===== src/rtl/rv32_e_div_seq_pkg.sv =====
// Shared types and constants for the RV32M sequential divider.
package rv32_e_div_seq_pkg;

    // Default operand/result width; the iteration count equals this width.
    localparam int XLEN_DFLT = 32;

    // Operation encoding as decoded from funct3 by the execute stage.
    typedef enum logic [1:0] {
        DIV  = 2'd0,
        DIVU = 2'd1,
        REM  = 2'd2,
        REMU = 2'd3
    } div_op_e;

    // Divider control states.
    typedef enum logic [1:0] {
        IDLE = 2'd0,
        CALC = 2'd1,
        FIX  = 2'd2,
        DONE = 2'd3
    } div_state_e;

endpackage


===== src/rtl/rv32_e_div_seq.sv =====
// Iterative radix-2 restoring divider for DIV/DIVU/REM/REMU.
// Operates on magnitudes, then applies signs in a dedicated fix-up cycle.
// Divide-by-zero and signed overflow bypass the iteration entirely.
module rv32_e_div_seq
    import rv32_e_div_seq_pkg::*;
#(
    parameter int XLEN = XLEN_DFLT
) (
    input  logic            clk_i,
    input  logic            rst_i,
    input  logic            start_i,
    input  logic            flush_i,
    input  logic [1:0]      op_i,
    input  logic [XLEN-1:0] dividend_i,
    input  logic [XLEN-1:0] divisor_i,
    output logic            busy_o,
    output logic            done_o,
    output logic [XLEN-1:0] result_o
);

    localparam int CNT_W = (XLEN > 1) ? $clog2(XLEN) : 1;
    localparam logic [XLEN-1:0] MIN_NEG  = {1'b1, {(XLEN-1){1'b0}}};
    localparam logic [XLEN-1:0] ALL_ONES = {XLEN{1'b1}};
    localparam logic [CNT_W-1:0] CNT_INIT = CNT_W'(XLEN - 1);

    div_state_e        state_q, state_d;
    div_op_e           op_q, op_d;
    logic              sgn_q, sgn_d;
    logic              qneg_q, qneg_d;
    logic              rneg_q, rneg_d;
    logic [XLEN-1:0]   rem_q, rem_d;
    logic [XLEN-1:0]   quo_q, quo_d;
    logic [XLEN-1:0]   dvs_q, dvs_d;
    logic [CNT_W-1:0]  cnt_q, cnt_d;
    logic [XLEN-1:0]   result_q, result_d;

    // Operand conditioning for a new request: signedness and magnitudes.
    logic              in_signed;
    logic [XLEN-1:0]   a_abs;
    logic [XLEN-1:0]   b_abs;
    logic              div_by_zero;
    logic              sgn_ovf;

    assign in_signed   = (op_i == DIV) || (op_i == REM);
    assign a_abs       = (in_signed && dividend_i[XLEN-1]) ? -dividend_i : dividend_i;
    assign b_abs       = (in_signed && divisor_i[XLEN-1])  ? -divisor_i  : divisor_i;
    assign div_by_zero = (divisor_i == '0);
    assign sgn_ovf     = in_signed && (dividend_i == MIN_NEG) && (divisor_i == ALL_ONES);

    // One restoring step: shift the next dividend bit into the partial
    // remainder and try a one-bit-wider subtract so a carried-out MSB is kept.
    logic [XLEN:0]     shifted;
    logic [XLEN:0]     diff;
    logic              fits;

    assign shifted = {rem_q, quo_q[XLEN-1]};
    assign diff    = shifted - {1'b0, dvs_q};
    assign fits    = ~diff[XLEN];

    // Sign fix-up of the unsigned quotient/remainder.
    logic [XLEN-1:0]   quo_fix;
    logic [XLEN-1:0]   rem_fix;

    assign quo_fix = (sgn_q && qneg_q) ? -quo_q : quo_q;
    assign rem_fix = (sgn_q && rneg_q) ? -rem_q : rem_q;

    // Next-state and datapath update; flush wins over every other request.
    always_comb begin
        state_d  = state_q;
        op_d     = op_q;
        sgn_d    = sgn_q;
        qneg_d   = qneg_q;
        rneg_d   = rneg_q;
        rem_d    = rem_q;
        quo_d    = quo_q;
        dvs_d    = dvs_q;
        cnt_d    = cnt_q;
        result_d = result_q;

        if (flush_i) begin
            state_d = IDLE;
        end else begin
            case (state_q)
                IDLE, DONE: begin
                    state_d = IDLE;
                    if (start_i) begin
                        op_d   = div_op_e'(op_i);
                        sgn_d  = in_signed;
                        qneg_d = dividend_i[XLEN-1] ^ divisor_i[XLEN-1];
                        rneg_d = dividend_i[XLEN-1];
                        dvs_d  = b_abs;
                        rem_d  = '0;
                        quo_d  = a_abs;
                        cnt_d  = CNT_INIT;
                        if (div_by_zero) begin
                            state_d  = DONE;
                            result_d = ((op_i == DIV) || (op_i == DIVU)) ? ALL_ONES : dividend_i;
                        end else if (sgn_ovf) begin
                            state_d  = DONE;
                            result_d = (op_i == DIV) ? MIN_NEG : '0;
                        end else begin
                            state_d = CALC;
                        end
                    end
                end
                CALC: begin
                    if (fits) begin
                        rem_d = diff[XLEN-1:0];
                        quo_d = {quo_q[XLEN-2:0], 1'b1};
                    end else begin
                        rem_d = shifted[XLEN-1:0];
                        quo_d = {quo_q[XLEN-2:0], 1'b0};
                    end
                    if (cnt_q == '0) begin
                        state_d = FIX;
                    end else begin
                        cnt_d = cnt_q - 1'b1;
                    end
                end
                FIX: begin
                    result_d = ((op_q == DIV) || (op_q == DIVU)) ? quo_fix : rem_fix;
                    state_d  = DONE;
                end
                default: state_d = IDLE;
            endcase
        end
    end

    // State and datapath registers, all cleared by the asynchronous reset.
    always_ff @(posedge clk_i or posedge rst_i) begin
        if (rst_i) begin
            state_q  <= IDLE;
            op_q     <= DIV;
            sgn_q    <= 1'b0;
            qneg_q   <= 1'b0;
            rneg_q   <= 1'b0;
            rem_q    <= '0;
            quo_q    <= '0;
            dvs_q    <= '0;
            cnt_q    <= '0;
            result_q <= '0;
        end else begin
            state_q  <= state_d;
            op_q     <= op_d;
            sgn_q    <= sgn_d;
            qneg_q   <= qneg_d;
            rneg_q   <= rneg_d;
            rem_q    <= rem_d;
            quo_q    <= quo_d;
            dvs_q    <= dvs_d;
            cnt_q    <= cnt_d;
            result_q <= result_d;
        end
    end

    assign busy_o   = (state_q == CALC) || (state_q == FIX);
    assign done_o   = (state_q == DONE);
    assign result_o = result_q;

endmodule


===== config.mk =====
export PLATFORM = sky130hd
export DESIGN_NAME = rv32_e_div_seq
export DESIGN_NICKNAME = d
export VERILOG_FILES = /design/src/rtl/rv32_e_div_seq_pkg.sv /design/src/rtl/rv32_e_div_seq.sv
export SDC_FILE = /design/constraint.sdc
export NUM_CORES = 1
export LEC_CHECK = 0
export BUFFER_PORTS_ARGS = -buffer_cell sky130_fd_sc_hd__buf_2
export CAP_MARGIN = 25
export CORE_ASPECT_RATIO = 0.6
export CORE_MARGIN = 4
export CORE_UTILIZATION = 61
export CTS_BUF_LIST = sky130_fd_sc_hd__clkbuf_16
export CTS_CLUSTER_SIZE = 12
export DETAILED_ROUTE_END_ITERATION = 12
export PLACE_DENSITY = 0.82
export SETUP_SLACK_MARGIN = 0.5
export SKIP_LAST_GASP = 1
export SYNTH_ARGS = -nofsm -noshare
export SYNTH_HDL_FRONTEND = slang
export SYNTH_SLANG_ARGS = --single-unit

===== constraint.sdc =====
create_clock -name clk_i -period 6.7 [get_ports clk_i]
set_input_delay 2.01 -clock clk_i [delete_from_list [all_inputs] [get_ports clk_i]]
set_output_delay 2.01 -clock clk_i [all_outputs]
set_load 0.02 [all_outputs]

==> out/metrics.yaml <==
global_route:
  grt_usage_pct: 30.9
  grt_antenna_before_repair: 0
  grt_overflow_total: 0
  grt_max_degree: 108
  grt_pass1_vias: 10128
  grt_first_pass_wirelength_um: 51500
synth:
  seq_area_frac_synth_pct: 32.2
  syn-cell-area_um2: 10800
  synth_ff_type: "dfrtp_1"
  async_flop_share_pct: 100
  syn-num-nets: 1502
  synth_area_per_cell_um2: 7.77
  syn_inst: 1389
  synth-seq-cells: 139
  synth_warnings: 0
  ys_types: 61
  synth-edff-count: 0
finish:
  mostFrequentLayoutCell: "o21ai_0"
  nFillCells: 1415
  drive_gt1_share_pct: 11.1
  syn_to_final_growth_pct: 11.8
  instances_no_fill: 1696
  final_cell_mix: "192 x o21ai_0, 165 x nand2_1, 139 x dfrtp_1, 128 x nor2_1, 111 x a21oi_1"
  diodes: 0
  nNetsFinal: 1563
  design_area_um2: 12100
setup_path:
  crit_family: "simple AND/OR/NAND/NOR gates"
  cp.arrival_ns: 5.79
  crit_type: "in -> reg"
  cp_num_buf_inv: 2
  crit_path_max_fanout: 27
  crit_chain: "buf_2 > inv_1 > ha_1 > nor3b_1 > nand3_1 > and2b_1 > nand2_1 > or3_1 > or3_1 > nor2_2 > o21ai_0 > o21ai_0 > o22a_1"
  crit_path_end_kind: "flip-flop"
  critPathLaunchType: "input port"
  cp.required_ns: 7.06
  slowest_stage: "nor2_2"
  crit_path_max_incr_delay_ns: 0.84
pwr:
  p_leak_nw: 5.32
  vdd.ir_drop.worst_mv: 0.402
  power_density_nw_per_um2: 573
sta:
  hold_viol: 0
  max_freq_mhz: 184
  timing.final.ws_setup_ns: 1.27
  final.hold.worst_slack_ns: 0.479
  fin_crit_ns: 5.43
  drv_slew: 0
  skew_ns: 0.0132
  tightest_slew_ns: 1.14
  tns_ns: 0
  setup_viol: 0
  relSlewSlack_pct: 23.4
  fin_crit_sh_pct: 81.0
  rsz0062_at_grt: "false"
worst_hold_path:
  hp-class: "reg -> reg"
clock_tree:
  cts_resized: 0
  ctsHoldBuffers: 0
  clock_path_buffers: 2
  cts-root-buf: "clkbuf_16"
  cts.clk_slew.worst_paths_ns: 0.06
  cts_inserted_buffers: 17
  cts_tree: "yes"
  insertion_delay_ns: 0.43
  cts_max_level: 4
  post-cts-setup-buffers: 0
  clock_sinks: 139
die:
  die_h_um: 111
  core_area_um2: 17200
  initial_core_util_pct: 62.7
  io-pin-count: 104
  die_area_um2: 20000
  rows: 37
  die_x_um: 180
place:
  dp.cells: 1662
  placed_area_um2: 11400
  gp_congestion: 0.979
  dp_slack_ns: 1.07
  hpwl_um: 22900
  portBuffers: 103
outcome:
  outcome: "finished, final reports clean"
routing:
  dr.pass1.iters: 5
  detail-route-antenna-nets: 0
  drtIter0Drc: 1345
  drt-wirelength-per-cell_um: 18.6
  vias: 10708
  totalWireLength_um: 31500
  drc: 0
  vias_per_cell: 6.31
job:
  maxCapViolations: 0
==> cell type report <==
cell class / instances / area [um2] / area share (%)
Sequential cell: 139 / 3480 / 28.8
Clock inverter: 14 / 179 / 1.48
Timing Repair Buffer: 118 / 658 / 5.46
Clock buffer: 17 / 425 / 3.53
Multi-Input combinational cell: 1118 / 6810 / 56.5
Inverter: 56 / 215 / 1.78
Tap cell: 234 / 293 / 2.43
==> state kept, by name, indices dropped and copies added (netlist names) <==
register / flops
sgn_q: 1
cnt_q: 5
op_q: 1
result_o: 32
quo_q: 32
qneg_q: 1
dvs_q: 32
rneg_q: 1
state_q: 2
rem_q: 32
==> tightest hold or removal path, delay by kind of cell (launching register included) <==
family,cells,cell delay (ns)
AOI/OAI and AO/OA,1,0.06
DFF,1,0.34
and+or+nand+nor,1,0.05
==> power breakdown <==
group	switching, mW	total [mW]	internal [mW]
clock network	0.374	0.989	0.616
registers	0.486	1.71	1.23
logic	2.58	4.21	1.63
==> stage by stage <==
stage / util (%) / power (mW)
after floorplan: - / 4.75
after global placement: 66.3 / 5.64
after detailed placement: 66.3 / 5.77
after CTS: 69.8 / 6.80
after global routing: 70.0 / 7.46
final: 70.0 / 6.92
==> path summary, 6_finish.rpt <==
kind / cells past startpoint / start / slack, ns / to
worst max-delay path: 13 / divisor_i[0] / 1.27 / result_o[22]$_DFFE_PP0P_
worst min-delay path: 2 / dvs_q[13]$_DFFE_PP0P_ / 0.48 / dvs_q[13]$_DFFE_PP0P_
min in group asynchronous: 2 / rst_i / 1.51 / rem_q[3]$_DFFE_PP0P_
worst max register to register: 13 / quo_q[31]$_DFFE_PP0P_ / 2.27 / rem_q[22]$_DFFE_PP0P_
worst min register to register: 2 / dvs_q[13]$_DFFE_PP0P_ / 0.48 / dvs_q[13]$_DFFE_PP0P_
max in group asynchronous: 3 / rst_i / 4.47 / rem_q[31]$_DFFE_PP0P_
==> Yosys cell counts (3+ instances only) <==
cell type / count / area (um2)
nand2b_1: 15 / 93.8
nand2_1: 165 / 619
xor2_1: 81 / 709
nor3b_1: 6 / 45.0
o21bai_1: 5 / 37.5
and3_1: 4 / 25.0
o31ai_1: 16 / 120
a211oi_1: 4 / 30.0
a31oi_1: 31 / 194
o41ai_1: 9 / 78.8
o21ai_0: 192 / 961
nor2_1: 128 / 480
inv_1: 56 / 210
o21a_1: 7 / 52.6
xnor2_1: 59 / 517
nand3_1: 21 / 105
mux2i_1: 23 / 230
nor4_1: 17 / 106
or3_1: 19 / 119
o221ai_1: 3 / 26.3
buf_2: 6 / 30.0
dfrtp_1: 139 / 3480
o22ai_1: 3 / 18.8
a221oi_1: 3 / 26.3
a21oi_1: 111 / 556
or4_1: 9 / 67.6
a22oi_1: 6 / 45.0
clkbuf_1: 66 / 248
o2111ai_1: 4 / 35.0
o211ai_1: 26 / 195
and2_1: 9 / 56.3
nand4_1: 12 / 75.1
o22a_1: 5 / 43.8
nor2b_1: 5 / 31.3
nor3_1: 25 / 125
or2_2: 4 / 25.0
ha_1: 42 / 526
a21o_1: 22 / 165
==> layer usage <==
metal,global-route usage (%),share of wire [%],vias up
met1,46.3,46,5062
met5,0,0,-
li1,-,-,5048
met3,8.10,10,47
met2,45.1,43,551
met4,6.65,1.2,0
==> logic make-up after synthesis <==
logic type / Yosys count / synth area share (%)
AND/OR/NAND/NOR: 451 / 19.3
AO/OA/AOI/OAI: 460 / 25.1
flip-flops: 139 / 32.2
buffers and inverters: 132 / 4.73
XOR/XNOR: 140 / 11.4
adder cells (fa/ha/maj): 43 / 5.06
multiplexers: 24 / 2.24
Power figures use the tool's default switching activity.
